[src/rtl/serial_addsub32_pkg.sv]
// Shared types for the serial add/subtract path.
// Also intended for reuse by the combinational ALU flag logic.
package serial_addsub32_pkg;

    localparam int ADDSUB_WIDTH = 32;

    localparam int ADDSUB_STEP_1 = 1;
    localparam int ADDSUB_STEP_2 = 2;
    localparam int ADDSUB_STEP_4 = 4;
    localparam int ADDSUB_STEP_8 = 8;

    typedef enum logic [1:0] {
        IDLE = 2'b00,
        RUN  = 2'b01,
        DONE = 2'b10
    } addsub_state_e;

    typedef struct packed {
        logic cout;
        logic ovf;
        logic zero;
    } addsub_flags_t;

    function automatic bit addsub_step_legal(input int step);
        return (step == ADDSUB_STEP_1) || (step == ADDSUB_STEP_2) ||
               (step == ADDSUB_STEP_4) || (step == ADDSUB_STEP_8);
    endfunction

endpackage

[src/rtl/serial_addsub32_slice.sv]
// Narrow ripple-carry slice resolving STEP sum bits.
// c_msb is the carry into the top bit, used for signed overflow.
module addsub_slice #(
    parameter int STEP = 1
) (
    input  logic [STEP-1:0] x,
    input  logic [STEP-1:0] y,
    input  logic            cin,
    output logic [STEP-1:0] s,
    output logic            cout,
    output logic            c_msb
);

    logic c;

    // Ripple the carry through STEP full adders.
    always_comb begin
        c     = cin;
        c_msb = cin;
        s     = '0;
        for (int i = 0; i < STEP; i++) begin
            c_msb = c;
            s[i]  = x[i] ^ y[i] ^ c;
            c     = (x[i] & y[i]) | (c & (x[i] ^ y[i]));
        end
        cout = c;
    end

endmodule

[src/rtl/serial_addsub32.sv]
// Multi-cycle add/subtract: operands latched on start, sum
// resolved LSB-first STEP bits per clock, flags held in DONE.
module serial_addsub32
    import serial_addsub32_pkg::*;
#(
    parameter int WIDTH = ADDSUB_WIDTH,
    parameter int STEP  = 1
) (
    input  logic             clk,
    input  logic             rst_n,
    input  logic             start,
    input  logic             sub,
    input  logic [WIDTH-1:0] a,
    input  logic [WIDTH-1:0] b,
    output logic             ready,
    output logic             busy,
    output logic             done,
    output logic [WIDTH-1:0] result,
    output logic             cout,
    output logic             ovf,
    output logic             zero
);

    localparam int NSLICE = WIDTH / STEP;
    localparam int CW     = (NSLICE > 1) ? $clog2(NSLICE) : 1;
    localparam logic [CW-1:0] LAST = CW'(NSLICE - 1);

    addsub_state_e state_q;
    logic [WIDTH-1:0] opa_q;
    logic [WIDTH-1:0] opb_q;
    logic [WIDTH-1:0] res_q;
    logic [WIDTH-1:0] res_d;
    logic             carry_q;
    logic [CW-1:0]    cnt_q;
    addsub_flags_t    flags_q;

    logic [STEP-1:0]  sl_s;
    logic             sl_cout;
    logic             sl_cmsb;

    addsub_slice #(
        .STEP (STEP)
    ) u_slice (
        .x     (opa_q[STEP-1:0]),
        .y     (opb_q[STEP-1:0]),
        .cin   (carry_q),
        .s     (sl_s),
        .cout  (sl_cout),
        .c_msb (sl_cmsb)
    );

    // Next result value with this cycle's slice shifted in at the MSB end.
    always_comb begin
        res_d = {sl_s, res_q[WIDTH-1:STEP]};
    end

    // Control FSM plus operand/result shift registers and flags.
    always_ff @(posedge clk or negedge rst_n) begin
        if (!rst_n) begin
            state_q <= IDLE;
            opa_q   <= '0;
            opb_q   <= '0;
            res_q   <= '0;
            carry_q <= 1'b0;
            cnt_q   <= '0;
            flags_q <= '0;
        end else begin
            unique case (state_q)
                IDLE, DONE: begin
                    if (start) begin
                        state_q <= RUN;
                        opa_q   <= a;
                        opb_q   <= b ^ {WIDTH{sub}};
                        carry_q <= sub;
                        cnt_q   <= '0;
                        res_q   <= '0;
                        flags_q <= '0;
                    end
                end
                RUN: begin
                    opa_q   <= opa_q >> STEP;
                    opb_q   <= opb_q >> STEP;
                    res_q   <= res_d;
                    carry_q <= sl_cout;
                    cnt_q   <= cnt_q + CW'(1);
                    if (cnt_q == LAST) begin
                        state_q      <= DONE;
                        flags_q.cout <= sl_cout;
                        flags_q.ovf  <= sl_cmsb ^ sl_cout;
                        flags_q.zero <= (res_d == '0);
                    end
                end
                default: state_q <= IDLE;
            endcase
        end
    end

    assign ready  = (state_q == IDLE) || (state_q == DONE);
    assign busy   = (state_q == RUN);
    assign done   = (state_q == DONE);
    assign result = res_q;
    assign cout   = flags_q.cout;
    assign ovf    = flags_q.ovf;
    assign zero   = flags_q.zero;

endmodule

[config.mk]
export PLATFORM = sky130hd
export DESIGN_NAME = serial_addsub32
export DESIGN_NICKNAME = d
export VERILOG_FILES = /design/src/rtl/serial_addsub32_pkg.sv /design/src/rtl/serial_addsub32_slice.sv /design/src/rtl/serial_addsub32.sv
export SDC_FILE = /design/constraint.sdc
export NUM_CORES = 1
export LEC_CHECK = 0
export BUFFER_PORTS_ARGS = -buffer_cell sky130_fd_sc_hd__buf_2
export CAP_MARGIN = 5
export CORE_AREA = 2 2 100 102
export CTS_CLUSTER_DIAMETER = 40
export DETAILED_ROUTE_END_ITERATION = 6
export DIE_AREA = 0 0 102 104
export PLACE_DENSITY = 0.79
export SLEW_MARGIN = 20
export SYNTH_ARGS = -nofsm -noshare
export SYNTH_HDL_FRONTEND = slang
export SYNTH_HIERARCHICAL = 1
export SYNTH_SLANG_ARGS = --single-unit
[constraint.sdc]
create_clock -name clk -period 2.2 [get_ports clk]
set_input_delay 0.44 -clock clk [delete_from_list [all_inputs] [get_ports clk]]
set_output_delay 0.44 -clock clk [all_outputs]
set_load 0.02 [all_outputs]
# Yosys cells after proc, flatten, opt, wreduce, memory -nomap -nowiden
# Cells that the tools add are included.
# totals
ff_bits	107
latch_bits	0
ram_bits	0
rom_bits	0
in_bits	68
out_inout_bits	38
n_memories	0
# op_classes
n_addsub	1
mul	0
div_mod_pow	0
n_lt_le_gt_ge	0
eq_ne	5
shift	0
mux	16
bitwise	7
reduce_logical	8
# op_table
operator	n
one-hot mux 32 bit (2 select lines)	3
2-to-1 mux 32 bit	3
zero test 32 bit	1
bitwise XOR 32 bit	1
one-hot mux 5 bit (2 select lines)	1
2-to-1 mux 3 bit	2
one-hot mux 3 bit (2 select lines)	1
adder 5 x 1 -> 5 bit (second input constant)	1
== test 5 bit (second input constant)	1
2-to-1 mux 5 bit	1
2-to-1 mux 2 bit	2
one-hot mux 2 bit (2 select lines)	1
AND reduction 2 bit	2
AND reduction 3 bit	1
bitwise XOR 1 bit	3
AND 1 bit	2
== test 2 x 1 -> 1 bit (second input constant)	1
== test 2 bit (second input constant)	1
zero test 2 bit	1
inequality test 2 x 1 -> 1 bit (second input constant)	1
inequality test 2 bit (second input constant)	1
one-hot mux 1 bit (2 select lines)	1
nonzero test 2 bit	1
OR reduction 2 bit	1
3 further kinds	3

# Logic depth before layout (Yosys ltp)
# Gate-level depths: netlist of the first run.
# logic_depth
ltp_word	6
depth_mapped	7

# Cells and area by module
# The synthesis of the first run kept the hierarchy.
# by_module_without_submodules
mod	instances	cells_per_inst	area_per_inst_um2	seq_area_each_um2
serial_addsub32	1	408	4675.7	2677.6
addsub_slice	1	2	27.5	0.0

# Worst setup path after synthesis of the first run
# Ideal clock, no wire load.
# synth_path
kind	register to register
startpoint	register cnt_q[0]
endpoint	register, netlist name cout
t_arrival_ns	1.519
t_required_ns	2.075
setup_slack_ns	0.556
path_stages_with_launch	6
cell_sequence	dfrtp_1 > ha_1 > and3_1 > ha_1 > a21oi_1 > mux2_2
# synth_via
elab_chain_cells	3
# synth_rtl
element	line	text
start: declaration	serial_addsub32.sv:34	logic [CW-1:0] cnt_q;
start signal: assignment	serial_addsub32.sv:85	cnt_q <= cnt_q + CW'(1);
== test 5 bit	serial_addsub32.sv:86	if (cnt_q == LAST) begin
inequality test 2 x 1 -> 1 bit (no source line)	n/a	
AND reduction 3 bit (no source line)	n/a	
# No other way between the ends.
# A chain may end at the register's enable or synchronous reset.

# Final worst setup path of the first run
# layout_path
startpoint	register state_q[1]
endpoint	output port busy
# layout_via
elab_chain_cells	1
# layout_rtl
element	line	text
start: declaration	serial_addsub32.sv:28	addsub_state_e state_q;
start signal: assignment	serial_addsub32.sv:60	state_q <= IDLE;
start signal: assignment	serial_addsub32.sv:71	state_q <= RUN;
start signal: assignment	serial_addsub32.sv:87	state_q <= DONE;
== test 2 x 1 -> 1 bit	serial_addsub32.sv:99	assign busy = (state_q == RUN);
end: declaration	serial_addsub32.sv:16	output logic busy,
# No other way between the ends.

==> impl_metrics.env, run 1 <==
export IMPL_status="completed"
export IMPL_yosysMostFrequentCell="dfrtp_1"
export IMPL_ys_ff_latch=107
export IMPL_initial_utilization_pct=49.3
export IMPL_use_met1_pct=28.6
export IMPL_synth_edf_count=0
export IMPL_clk_pin_slew_ps=110
export IMPL_drtIter0Drc=189
export IMPL_critPathMaxFanout=69
export IMPL_nets=569
export IMPL_portBuffers=105
export IMPL_worst_r2r_endpoint="ovf$_DFFE_PN0P_"
export IMPL_clk_path_buf_depth=2
export IMPL_routed_via_density=5.63
export IMPL_synthCells=410
export IMPL_endpoint_kind="primary output"
export IMPL_wl_um=10100
export IMPL_hp_class="in -> async"
export IMPL_netlist_top_cells_count="107 x dfrtp_1, 34 x a22o_1, 34 x nor2_1"
export IMPL_switching_share_pct=40.1
export IMPL_clock_latency_ps=370
export IMPL_synth_avg_cell_area_um2=11.5
export IMPL_cts_root_buffer_cell="clkbuf_8"
export IMPL_yosysSeqAreaShare_pct=56.9
export IMPL_tritoncts="done"
export IMPL_io_pins=106
export IMPL_drtPass1Iterations=5
export IMPL_syn2layout_area_growth_pct=18.2
export IMPL_instances_no_fill=636
export IMPL_syn_nets=481
export IMPL_synthFlopType="dfrtp_1"
export IMPL_setup_tns_ps=0
export IMPL_synth_area_um2=4700
export IMPL_p_leak_nw=2.70
export IMPL_cap_viol_max_count=0
export IMPL_cts_buffers=9
export IMPL_synth_area_leaders="dfrtp_1 57%, a221o_1 6.8%, a22o_1 6.3%"
export IMPL_synth_area_leader_cell="dfrtp_1"
export IMPL_powerDensity_nw_per_um2=1460
export IMPL_diodes=0
export IMPL_place_area_um2=5350
export IMPL_std_cell_rows=36
export IMPL_grt_first_pass_wirelength_um=16800
export IMPL_synth_top_area_share_pct=56.9
export IMPL_grtUsageTotal_pct=19.9
export IMPL_drc=0
export IMPL_post_cts_buffers=0
export IMPL_synthDistinctLibCells=36
export IMPL_reg2regPathDepth=5
export IMPL_grt_overflow=0
export IMPL_wl_per_cell_um=15.9
export IMPL_slew_headroom_pct=66.8
export IMPL_htreeDepth=3
export IMPL_cp_arrival_ps=1610
export IMPL_drtAntennaViolNets=0
export IMPL_seqPwrFrac_pct=43.2
export IMPL_clock_skew_ps=14.0
export IMPL_gr_usage_met2_pct=29.4
export IMPL_internal_power_mw=4.86
export IMPL_max_vdd_ir_drop_mv=0.671
export IMPL_drive_above_1_share_pct=28.0
export IMPL_start_kind="flip-flop"
export IMPL_fin_area_um2=5560
export IMPL_drv_slew=0
export IMPL_grt_pass1_vias=3401
export IMPL_setup_violations=0
export IMPL_die_height_um=104
export IMPL_top_usage_layer="met2"
export IMPL_grt_util_met3_pct=4.10
export IMPL_grt_max_degree=70
export IMPL_yosys_warnings=6
export IMPL_worst_slew_pin_slew_ps=499
export IMPL_gp_congestion=0.781
export IMPL_dp_cells=619
export IMPL_hpwl_um=6600
export IMPL_layout_min_cycle_time_ps=2050
export IMPL_vias=3578
export IMPL_antenna_found_initial=0
export IMPL_die_width_um=102
export IMPL_cp_data_required_time_ps=1760
export IMPL_switchingPower_mw=3.26
export IMPL_r2r_slack_ps=380
export IMPL_fmax_ghz=0.488
export IMPL_pwr_share_comb_pct=42.9
export IMPL_core_area_um2=9550
export IMPL_period_share_pct=93.2
export IMPL_hold_viol=0
export IMPL_clockPowerShare_pct=13.9
export IMPL_rsz0062_at_grt="false"
export IMPL_clock_sinks=107
export IMPL_r2r_start="cnt_q[0]$_DFFE_PN0P_"
export IMPL_ys_async_sr_fraction_pct=100
export IMPL_die_area_um2=10600
export IMPL_crit_type="reg -> out"
-- power by group through the flow --
| stage | clock network (mW) | logic (mW) | registers, mW |
|---|---|---|---|
| after floorplan | 0 | 2.32 | 3.67 |
| after global placement | 0 | 3.32 | 3.48 |
| after detailed placement | 0 | 3.46 | 3.51 |
| after CTS | 1.16 | 3.47 | 3.49 |
| after global routing | 1.23 | 3.85 | 3.61 |
| final | 1.13 | 3.48 | 3.50 |
-- critical path, cell delays in order, from the launching register on --
cell and delay [ps]:
dfrtp_1 410, nand2b_1 180, inv_2 110, buf_12 290, buf_2 230
-- logic make-up (layout without fill, tap and decap cells) --
| kind of cell | after synthesis | after routing | synth area share (%) |
|---|---|---|---|
| xor gates and xnor gates | 33 | 33 | 6.15 |
| DFF | 107 | 107 | 56.9 |
| AOI/OAI and AO/OA | 106 | 106 | 19.9 |
| buffers and inverters | 41 | 134 | 3.86 |
| muxes | 4 | 4 | 0.904 |
| adders and majority gates | 3 | 3 | 0.958 |
| and+or+nand+nor | 116 | 116 | 11.3 |
-- stage by stage --
stage,setup WS (ps),hold slack (ps),utilization (%),total power [mW]
final,149,20.4,58.2,8.11
after global routing,48.2,29.9,58.2,8.69
after CTS,66.6,26.4,57.9,8.12
after detailed placement,8.21,440,56.0,6.97
after global placement,80.4,434,56.0,6.80
after floorplan,556,144,-,5.99
-- state kept, by name (all words and copies together) (netlist names) --
signal	cells
carry_q	1
cnt_q	5
ovf	1
result	32
opa_q	32
state_q	2
cout	1
zero	1
opb_q	32
-- final cells by class --
| cell class | count | area (µm²) |
|---|---|---|
| Clock buffer | 9 | 124 |
| Clock inverter | 7 | 56.3 |
| Fill cell | 848 | 3990 |
| Inverter | 3 | 11.3 |
| Multi-Input combinational cell | 262 | 1860 |
| Sequential cell | 107 | 2680 |
| Tap cell | 133 | 166 |
| Timing Repair Buffer | 115 | 666 |
-- timing repair --
item,CTS,global route
setup endpoints to repair,1,1
hold endpoints to repair,0,0
resized for setup,2,1
pin swaps,0,0
hold buffers,0,0
-- routing by layer --
metal | wire, µm | vias up | share of wire (%)
met4 | 232 | 0 | 2.3
met5 | 0 | - | 0
met3 | 474 | 19 | 4.7
met1 | 4570 | 1761 | 45
met2 | 4850 | 117 | 48
li1 | - | 1681 | -
-- how the worst max path moves through the flow --
stage                      startpoint                      to
6_report       state_q[1]$_DFFE_PN0P_                    busy
3_3_place_gp                    start  result[23]$_DFFE_PN0P_
3_5_place_dp                    start  result[19]$_DFFE_PN0P_
4_1_cts        state_q[1]$_DFFE_PN0P_                    busy
2_1_floorplan    cnt_q[0]$_DFFE_PN0P_        cout$_DFFE_PN0P_
5_1_grt        state_q[1]$_DFFE_PN0P_                    busy
-- cells in the final DEF (no fill, tap or decap), drive strengths merged, types with 2 or more instances in the layout --
master    n
a221o    32
a22o     36
a22oi    31
buf     115
clkbuf    9
clkinv    3
dfrtp   107
ha        2
inv       7
mux2      2
mux2i     2
nand2    33
nand2b    2
nand3    32
nor2     34
nor4      4
o21ai     3
or4       4
xnor2    32
Power figures use the tool's default switching activity.
==> inputs of run 2 (changes only) <==
CORE_AREA = 2 2 97 99   (was 2 2 100 102)
DIE_AREA = 0 0 99 101   (was 0 0 102 104)
PLACE_DENSITY = 0.83   (was 0.79)
==> run 2 against run 1 <==
Effect of this change: via count rose by 0.11%; die area down 5.7%; combinational power shrank 2%; total power up 0.83%; first-iteration DRC count increased by 11%; worst setup slack lost 38 ps; critical endpoint unchanged.
==> impl_metrics.env, run 2 (synthesis gave the netlist of run 1 again) <==
export IMPL_cp_startpoint="state_q[1]$_DFFE_PN0P_"
export IMPL_max_vdd_ir_drop_mv=0.984
export IMPL_slew_headroom_pct=49.8
export IMPL_portBuffers=105
export IMPL_antenna_found_initial=0
export IMPL_crit_type="reg -> out"
export IMPL_hold_viol=0
export IMPL_diodes=0
export IMPL_drv_slew=0
export IMPL_power_mw=8.18
export IMPL_initial_utilization_pct=52.4
export IMPL_clock_sinks=107
export IMPL_wl_per_cell_um=16.0
export IMPL_crit_family="buffers and inverters"
export IMPL_start_kind="flip-flop"
export IMPL_die_area_um2=10000
export IMPL_drive_above_1_share_pct=28.0
export IMPL_critPathMaxFanout=38
export IMPL_status="completed"
export IMPL_syn2layout_area_growth_pct=18.0
export IMPL_grt_pass1_vias=3406
export IMPL_layout_commonest_cell="dfrtp_1"
export IMPL_cpPeakStageDelay_ps=410
export IMPL_layout_min_cycle_time_ps=2090
export IMPL_drtPass1Iterations=7
export IMPL_cts_root_buffer_cell="clkbuf_8"
export IMPL_tritoncts="done"
export IMPL_grt_max_degree=66
export IMPL_core_area_um2=8980
export IMPL_grt_first_pass_wirelength_um=16100
export IMPL_drc=0
export IMPL_fmax_ghz=0.479
export IMPL_clk_pin_slew_ps=110
export IMPL_cp_data_required_time_ps=1760
export IMPL_io_pins=106
export IMPL_gp_congestion=0.802
export IMPL_die_height_um=101
export IMPL_cp_arrival_ps=1650
export IMPL_setup_violations=0
export IMPL_period_share_pct=94.9
export IMPL_mostFrequentLayoutCells="107 x dfrtp_1, 104 x buf_2, 34 x a22o_1"
export IMPL_die_width_um=99
export IMPL_grt_overflow=0
export IMPL_nets=570
export IMPL_p_leak_nw=2.71
export IMPL_worst_slew_pin_slew_ps=751
export IMPL_critPathBufInv=3
export IMPL_clk_path_buf_depth=2
export IMPL_std_cell_rows=35
export IMPL_dp_cells=598
export IMPL_routed_via_density=5.82
export IMPL_clock_latency_ps=360
export IMPL_cp_slowest_cell="dfrtp_1"
export IMPL_hold_path_startpoint="a[8]"
export IMPL_dp_slack_ps=157
export IMPL_hpwl_um=6500
export IMPL_r2r_start="state_q[0]$_DFFE_PN0P_"
export IMPL_instances_no_fill=615
export IMPL_endpoint_kind="primary output"
export IMPL_hp_class="in -> reg"
export IMPL_worstPathCellList="nand2b_1 -> inv_2 -> buf_4 -> buf_2"
export IMPL_cts_resized=0
export IMPL_setup_ws_ps=111
export IMPL_setup_tns_ps=0
export IMPL_grtUsageTotal_pct=19.8
export IMPL_drtIter0Drc=210
export IMPL_cts_buffers=9
export IMPL_htreeDepth=3
export IMPL_wl_um=9850
export IMPL_powerDensity_nw_per_um2=1470
export IMPL_drtAntennaViolNets=0
export IMPL_clock_skew_ps=15.6
export IMPL_cap_viol_max_count=0
export IMPL_vias=3582
export IMPL_n_fill_cell=733
export IMPL_rsz0062_at_grt="false"
run 2: changes by cell type in the layout (fill, tap and decap cells not counted), sizes merged:
cell	delta
bufinv	+1
clkinv	-2
dlygate4sd3	+1
inv	+1
run 2: path summary, 6_finish.rpt:
| path | to | cells after the start | slack [ps] |
|---|---|---|---|
| setup / recovery | busy | 4 | 110 |
| hold / removal | opa_q[8]$_DFFE_PN0P_ | 3 | 290 |
| setup reg to reg | result[30]$_DFFE_PN0P_ | 5 | 250 |
| hold reg to reg | cnt_q[3]$_DFFE_PN0P_ | 1 | 480 |
| max in group asynchronous | opa_q[24]$_DFFE_PN0P_ | 3 | 1040 |
| min in group asynchronous | result[10]$_DFFE_PN0P_ | 2 | 500 |
run 2: area by class of cell:
type / instances / area [µm²] / area share [%]
repair buffers: 116 / 651 / 11.7
inverters: 3 / 11.3 / 0.203
flip-flops and latches: 107 / 2680 / 48.3
multi-input cells: 262 / 1860 / 33.5
well taps: 111 / 139 / 2.50
clock buffers: 9 / 124 / 2.23
clock inverters: 7 / 90.1 / 1.62
run 2: metal layers:
metal  part of all wire, %  up-vias  global-route usage (%)
met5                     0        -                       0
met3                   4.7       22                    3.33
met2                    48      109                    30.8
met4                   2.2        0                    7.59
met1                    46     1762                    28.1
li1                      -     1689                       -
run 2: stage by stage:
| step | util, % | area [µm²] | hold WS (ps) |
|---|---|---|---|
| after global placement | 59.3 | 5330 | 358 |
| after floorplan | - | 4700 | 144 |
| after global routing | 61.8 | 5550 | 290 |
| after CTS | 61.8 | 5550 | 277 |
| final | 61.8 | 5550 | 293 |
| after detailed placement | 59.3 | 5330 | 364 |
run 2: what timing repair did:
item,CTS,global route
hold buffers,1,0
hold endpoints to repair,22,0
setup buffers,0,0
run 2: report_power, final:
group          internal, mW  leakage (nW)  switching [mW]  total [mW]
Clock                 0.561         0.110           0.698        1.26
Sequential             2.85          1.36           0.652        3.51
Combinational          1.51          1.24            1.90        3.41
run 2: worst min-delay path: cells and delay by family:
kind / cells / cell delay (ps)
buf+inv: 1 / 80
compound gates: 1 / 50
simple gates: 1 / 50
